### config.mk
export PLATFORM = sky130hd
export DESIGN_NAME = serial_adder
export DESIGN_NICKNAME = d
export VERILOG_FILES = /design/src/rtl/serial_adder.sv
export SDC_FILE = /design/constraint.sdc
export NUM_CORES = 1
export LEC_CHECK = 0
export CAP_MARGIN = 20
export CORE_ASPECT_RATIO = 0.5
export CORE_UTILIZATION = 50
export CTS_CLUSTER_SIZE = 30
export DETAILED_ROUTE_END_ITERATION = 10
export PLACE_DENSITY = 0.77
export SLEW_MARGIN = 25
export SYNTH_ARGS = -nofsm -noshare
export SYNTH_HDL_FRONTEND = slang
export SYNTH_SLANG_ARGS = --single-unit
### constraint.sdc
create_clock -name clk -period 1.6 [get_ports clk]
set_clock_uncertainty 0.15 [all_clocks]
set_input_delay 0.16 -clock clk [delete_from_list [all_inputs] [get_ports clk]]
set_output_delay 0.16 -clock clk [all_outputs]
set_load 0.05 [all_outputs]
### src/rtl/serial_adder.sv
// Digit-serial adder: WIDTH-bit a + b + cin, DIGIT bits per clock, LSB digit first.
// A start/done handshake wraps the adder; the DONE cycle also accepts a new start.
module serial_adder #(
    parameter int WIDTH = 8,
    parameter int DIGIT = 1
) (
    input  logic             clk,
    input  logic             rst,
    input  logic             start,
    input  logic [WIDTH-1:0] a,
    input  logic [WIDTH-1:0] b,
    input  logic             cin,
    output logic             busy,
    output logic             done,
    output logic [WIDTH-1:0] sum,
    output logic             cout,
    output logic             ovf
);
    localparam int N  = WIDTH / DIGIT;
    localparam int CW = $clog2(N) + 1;

    typedef enum logic [1:0] {
        IDLE = 2'd0,
        ADD  = 2'd1,
        DONE = 2'd2
    } state_t;

    state_t           state_reg, state_next;
    logic [WIDTH-1:0] a_reg, b_reg, res_reg;
    logic             carry_reg;
    logic [CW-1:0]    count_reg;
    logic [WIDTH-1:0] sum_reg;
    logic             cout_reg, ovf_reg;

    logic [DIGIT:0]   chain;
    logic [DIGIT-1:0] dsum;
    logic [WIDTH-1:0] dsum_top, res_shift;
    logic             last, accept;

    // One full adder per digit bit, each made of two half-adder stages.
    assign chain[0] = carry_reg;
    generate
        for (genvar gi = 0; gi < DIGIT; gi++) begin : g_fa
            logic p, g1, g2;
            assign p             = a_reg[gi] ^ b_reg[gi];
            assign g1            = a_reg[gi] & b_reg[gi];
            assign dsum[gi]      = p ^ chain[gi];
            assign g2            = p & chain[gi];
            assign chain[gi + 1] = g1 | g2;
        end
    endgenerate

    assign dsum_top  = WIDTH'(dsum) << (WIDTH - DIGIT);
    assign res_shift = (res_reg >> DIGIT) | dsum_top;
    assign last      = (count_reg == CW'(N - 1));
    assign accept    = start && (state_reg != ADD);

    always_comb begin
        state_next = state_reg;
        case (state_reg)
            IDLE:    if (start) state_next = ADD;
            ADD:     if (last) state_next = DONE;
            DONE:    state_next = start ? ADD : IDLE;
            default: state_next = IDLE;
        endcase
    end

    always_ff @(posedge clk) begin
        if (rst) begin
            state_reg <= IDLE;
            a_reg     <= '0;
            b_reg     <= '0;
            res_reg   <= '0;
            carry_reg <= 1'b0;
            count_reg <= '0;
            sum_reg   <= '0;
            cout_reg  <= 1'b0;
            ovf_reg   <= 1'b0;
        end else begin
            state_reg <= state_next;
            if (accept) begin
                a_reg     <= a;
                b_reg     <= b;
                carry_reg <= cin;
                res_reg   <= '0;
                count_reg <= '0;
            end else if (state_reg == ADD) begin
                a_reg     <= a_reg >> DIGIT;
                b_reg     <= b_reg >> DIGIT;
                res_reg   <= res_shift;
                carry_reg <= chain[DIGIT];
                count_reg <= last ? '0 : count_reg + CW'(1);
                // Visible outputs only change once the whole word is assembled.
                if (last) begin
                    sum_reg  <= res_shift;
                    cout_reg <= chain[DIGIT];
                    ovf_reg  <= chain[DIGIT] ^ chain[DIGIT-1];
                end
            end
        end
    end

    assign busy = (state_reg == ADD);
    assign done = (state_reg == DONE);
    assign sum  = sum_reg;
    assign cout = cout_reg;
    assign ovf  = ovf_reg;
endmodule

=== Word level (Yosys, flattened, before mapping) ===
Index checks and enable logic that the tools add are counted.

* Bitwise operators: 8
* Equality and inequality tests: 6
* Muxes and demuxes: 11
* Add/subtract/negate cells: 1
* Reduce and logical (&&, ||, !) cells: 6

{| class="wikitable"
|+ Operators with widths
! cell !! count
|-
| 8-bit 2-to-1 mux || 4
|-
| 7-bit by 8-bit OR with 8-bit output || 1
|-
| 2-bit one-hot mux with 3 select lines || 1
|-
| 4-bit by 1-bit adder with 4-bit output (second input constant) || 1
|-
| 4-bit by 3-bit equality test with 1-bit output (second input constant) || 1
|-
| 2-bit 2-to-1 mux || 2
|-
| 4-bit 2-to-1 mux || 1
|-
| 2-bit by 1-bit inequality test with 1-bit output (second input constant) || 2
|-
| 1-bit 2-to-1 mux || 3
|-
| 3-bit AND reduction || 1
|-
| 1-bit bitwise XOR || 3
|-
| 1-bit bitwise AND || 2
|-
| 2-bit by 1-bit equality test with 1-bit output (second input constant) || 1
|-
| 2-bit equality test (second input constant) || 1
|-
| 2-bit logical NOT || 1
|-
| 2-bit inequality test (second input constant) || 1
|-
| 2-bit AND reduction || 1
|-
| 2-bit nonzero test || 1
|-
| 2-bit OR reduction || 1
|-
| 1-bit logical AND || 1
|-
| 1-bit inverter || 1
|-
| 1-bit OR || 1
|}

* Output and inout bits: 12
* Input port bits: 20
* Register bits: 41
* Logic and storage cells: 41

=== Logic depth before layout (Yosys ltp) ===
* Depth in word-level cells: 5
* Depth in mapped cells: 6
* Gate-level depth less buffers: 4

=== Worst setup path after synthesis ===
OpenSTA, ideal clock, no wires.

* Path type: reg2reg
* From: reg state_reg[1]
* To: reg res_reg[4]
* Slack: 0.222 ns
* Stages on the path, launching flop included: 7
* Setup time: 0.070 ns
* Buffers on the path: 2
* Arrival time: 1.158 ns
* Path through: dfxtp_1 -> nand2b_1 -> buf_6 -> inv_1 -> buf_2 -> nand2_1 -> a21oi_1

{| class="wikitable"
|+ RTL lines
! what !! line !! source
|-
| start: declaration || 28 || <nowiki>state_t state_reg, state_next;</nowiki>
|-
| start signal: assignment || 80 || <nowiki>state_reg <= state_next;</nowiki>
|-
| 2-bit by 1-bit equality test with 1-bit output || -- ||
|-
| via busy || 13 || <nowiki>output logic busy,</nowiki>
|-
| end signal: assignment || 90 || <nowiki>res_reg <= res_shift;</nowiki>
|-
| end: declaration || 29 || <nowiki>logic [WIDTH-1:0] a_reg, b_reg, res_reg;</nowiki>
|}

The timed path passes the listed nets, and every way through them passes these cells.
A chain may end at the register's enable or synchronous reset.

=== Final worst setup path ===
* From: reg state_reg[1]
* To: out busy

* Longest elaborated chain between the ends: 1

{| class="wikitable"
|+ RTL lines
! what !! line !! source
|-
| 2-bit by 1-bit equality test with 1-bit output || 103 || <nowiki>assign busy = (state_reg == ADD);</nowiki>
|-
| end: declaration || 13 ||
|}

Every way passes these cells.

==> summary.txt <==
Run status
  • Run status: finished clean

Cells and area
  • Inserted Diodes: 0
  • Commonest non-fill, non-tap cell in the layout: dfxtp_1
  • Layout area overhead: 32.1%
  • Most frequent cells in the layout: dfxtp_1 (40), buf_4 (25), a21oi_1 (20)
  • Final Core Density: between 70% and 80%
  • Layout cell share with drive strength beyond 1: 18.2%
  • Nets: 242
  • Fin cells: 260

Hold path
  • Hold path cells: 2
  • HP Class: flop to flop
  • Hold_sp: res_reg[7]
  • Worst hold endpoint: res_reg[6]

Yosys
  • Synthesized area per cell: 9.07 um2
  • Top-area cell type share of the netlist area: ~49%
  • Synth warnings: 0
  • Mux cell area share after synthesis: between 10% and 20%
  • Cell variety after synth: 25
  • Synth Area in Adders: around 2.0%
  • Xor and xnor area share after synthesis: between 1 and 1.5%
  • Area share of and/or/nand/nor cells after synthesis: approximately 15%
  • Main combinational cell family by area after synthesis: compound AO/OA/AOI/OAI gates
  • Mapped cell area: roughly 1700 um2
  • Syn Inst Count: 182
  • Compound-Gate Fraction of Synth Area: between 15 and 20%
  • Yosys reg bits: 40
  • Fraction of the yosys area taken by sequential cells: ~49%
  • Syn_nets: between 200 and 250
  • Synth area leader: dfxtp_1
  • Ranking of synthesized cells by area: dfxtp_1 (49%), mux2i_1 (10%), a211oi_1 (7.3%), a21oi_1 (6.1%), nor2_1 (4.1%)

Critical path
  • R2R depth: 4
  • Critical Path AT: ~1.2 ns
  • Worst r2r dst: count_reg[0]
  • Worst R2R Setup Slack: around 0.12 ns
  • CP Class: flop to output pin
  • Worst-path fanout max: 7
  • CP required: between 1 and 1.5 ns
  • Critical Path Source: state_reg[1]
  • Type of origin of the critical path: flop
  • CP Capture Type: output pin
  • Reg-to-Reg Start: count_reg[0]

Pwr
  • Sequential share of power: a little under half
  • Max IR drop VDD: ~600 uV
  • Logic gate share of total power: approximately an eighth
  • Power share of the clock group: about 42%
  • Psw: approximately 0.50 mW
  • Static Leak: 0.870 nW
  • Sw Share: 21.9%
  • Cell-internal power: roughly 1.8 mW
  • Cell Pwr Density: ~1100 nW/um2

Routing
  • Drt first pass iters: 4
  • Metal2 WL: 1630 um
  • Detailed Route WL: 3390 um
  • DR top layer: met4
  • Via count: between 1000 and 1500
  • Post-DR vias/cell: between 5 and 6
  • Post-route ant nets: 0
  • Drt wl/cell: 13.0 um
  • Met3 Wirelength: roughly 150 um
  • Initial DRC Count: 60
  • Post-route DRC: 0
  • WL met1: 1550 um

Timing
  • Tightest Pin Transition: roughly 0.23 ns
  • Post-route clock period utilization: 93.9%
  • Final hold violation count: 0
  • Fmax: approximately 0.67 GHz
  • Max-slew headroom: about 85%
  • Final worst setup slack: 0.0969 ns
  • Final setup viols: 0
  • Setup tns final: 0 ns
  • Max Transition Viols Final: 0
  • Min Tclk post-route: 1.50 ns

Floorplanning
  • Die X: ~83 um
  • Initial core utilization: around 54%
  • Die H: around 43 um
  • Row Count: 14
  • Die ar.: around 3500 um2
  • Core ar.: 3070 um2
  • I/O pin cnt: 32

GRT
  • Largest net degree at the start of global routing: 22
  • GR Util All Layers: between 20 and 25%
  • Antenna violations before repair: 0
  • First-pass GRT wire length: between 5000 and 6000 um
  • Grt ovf: 0
  • Vias in the first global route: around 1300

CTS
  • Hold_buf cts: 0
  • Clk_lat worst skew: around 0.29 ns
  • H-Tree Depth: 2
  • Clk root buf: clkbuf_8
  • CTS Buf Count: 5
  • Clock transition at the registers of the reported paths: approximately 0.070 ns
  • CTS tree: built
  • # clock sinks: 40
  • Clk buf depth: 2

Placement
  • Final HPWL DP: 2280 um
  • Placed cells: between 200 and 250
  • Final GP Congestion: 0.740
  • DP Worst Slack: a little under 0.05 ns
  • Buffers on Ports: 31

Flow run
  • Maxcap violations: 0
[per-stage QoR]
stage,power (mW),hold WS [ns],area (um2)
after detailed placement,1.36,0.313,2010
final,2.30,0.324,2180
after global routing,2.39,0.341,2180
after global placement,1.35,0.303,2010
after CTS,2.31,0.324,2150
after floorplan,1.25,0.179,1650
[logic make-up after synthesis]
kind of cell               Yosys count
muxes                               17
xor gates and xnor gates             2
adders and majority gates            2
DFF                                 40
and+or+nand+nor                     56
buffers and inverters               17
AOI/OAI and AO/OA                   48
[worst max-delay path by stage]
stage	to	slack (ns)	cells after the start
floorplan	res_reg[4]	0.22	6
global placement	count_reg[0]	0.12	4
detailed placement	count_reg[0]	0.05	4
CTS	count_reg[0]	0.04	4
global route	count_reg[0]	-0.006	4
finish	busy	0.1	4
[worst max-delay path, cell delays in order, from the launching register on]
cell	delay, ns
dfxtp_1	0.32
nand2b_2	0.24
inv_2	0.11
buf_6	0.11
buf_12	0.12
[power by group through the flow]
stage          sequential [mW]  clock (mW)  combinational [mW]
6_report                  1.07       0.953               0.273
5_1_grt                   1.08        1.01               0.300
4_1_cts                   1.07       0.972               0.272
3_5_place_dp              1.09           0               0.264
3_3_place_gp              1.09           0               0.259
2_1_floorplan             1.08           0               0.168
[layout make-up]
type,count,area (um2)
Fill cell,253,886
Sequential cell,40,801
Clock buffer,5,68.8
Inverter,1,3.75
Multi-Input combinational cell,125,767
Timing Repair Buffer,47,429
Tap cell,40,50.0
Clock inverter,2,60.1
[synthesized netlist by cell type]
cell type	instances
a211oi_1	16
nor2b_1	2
fa_1	1
ha_1	1
a211oi_2	1
buf_6	1
buf_2	7
o21ai_0	10
dfxtp_1	40
inv_1	1
nand3b_1	2
xnor2_1	1
nand2b_1	1
and3b_1	1
a21o_1	1
clkbuf_1	6
buf_4	2
nor2_1	18
or3_1	2
a21oi_1	20
nand2_1	17
nor3_1	3
mux2i_1	17
nand3_1	10
xor2_1	1
[per-layer routing]
| layer | vias to the layer above | GRT usage (%) |
|---|---|---|
| met5 | - | 0 |
| met4 | 0 | 9.31 |
| met3 | 6 | 7.87 |
| met2 | 26 | 37.2 |
| met1 | 653 | 25.8 |
| li1 | 711 | - |
[timing repair]
| action | CTS | global route |
|---|---|---|
| setup buffers | 1 | 3 |
| endpoints found under the setup margin | 1 | 9 |
| resized for setup | 1 | 3 |
| hold endpoints to repair | 0 | 0 |
| pin swaps | 0 | 0 |
Power figures use the tool's default switching activity.
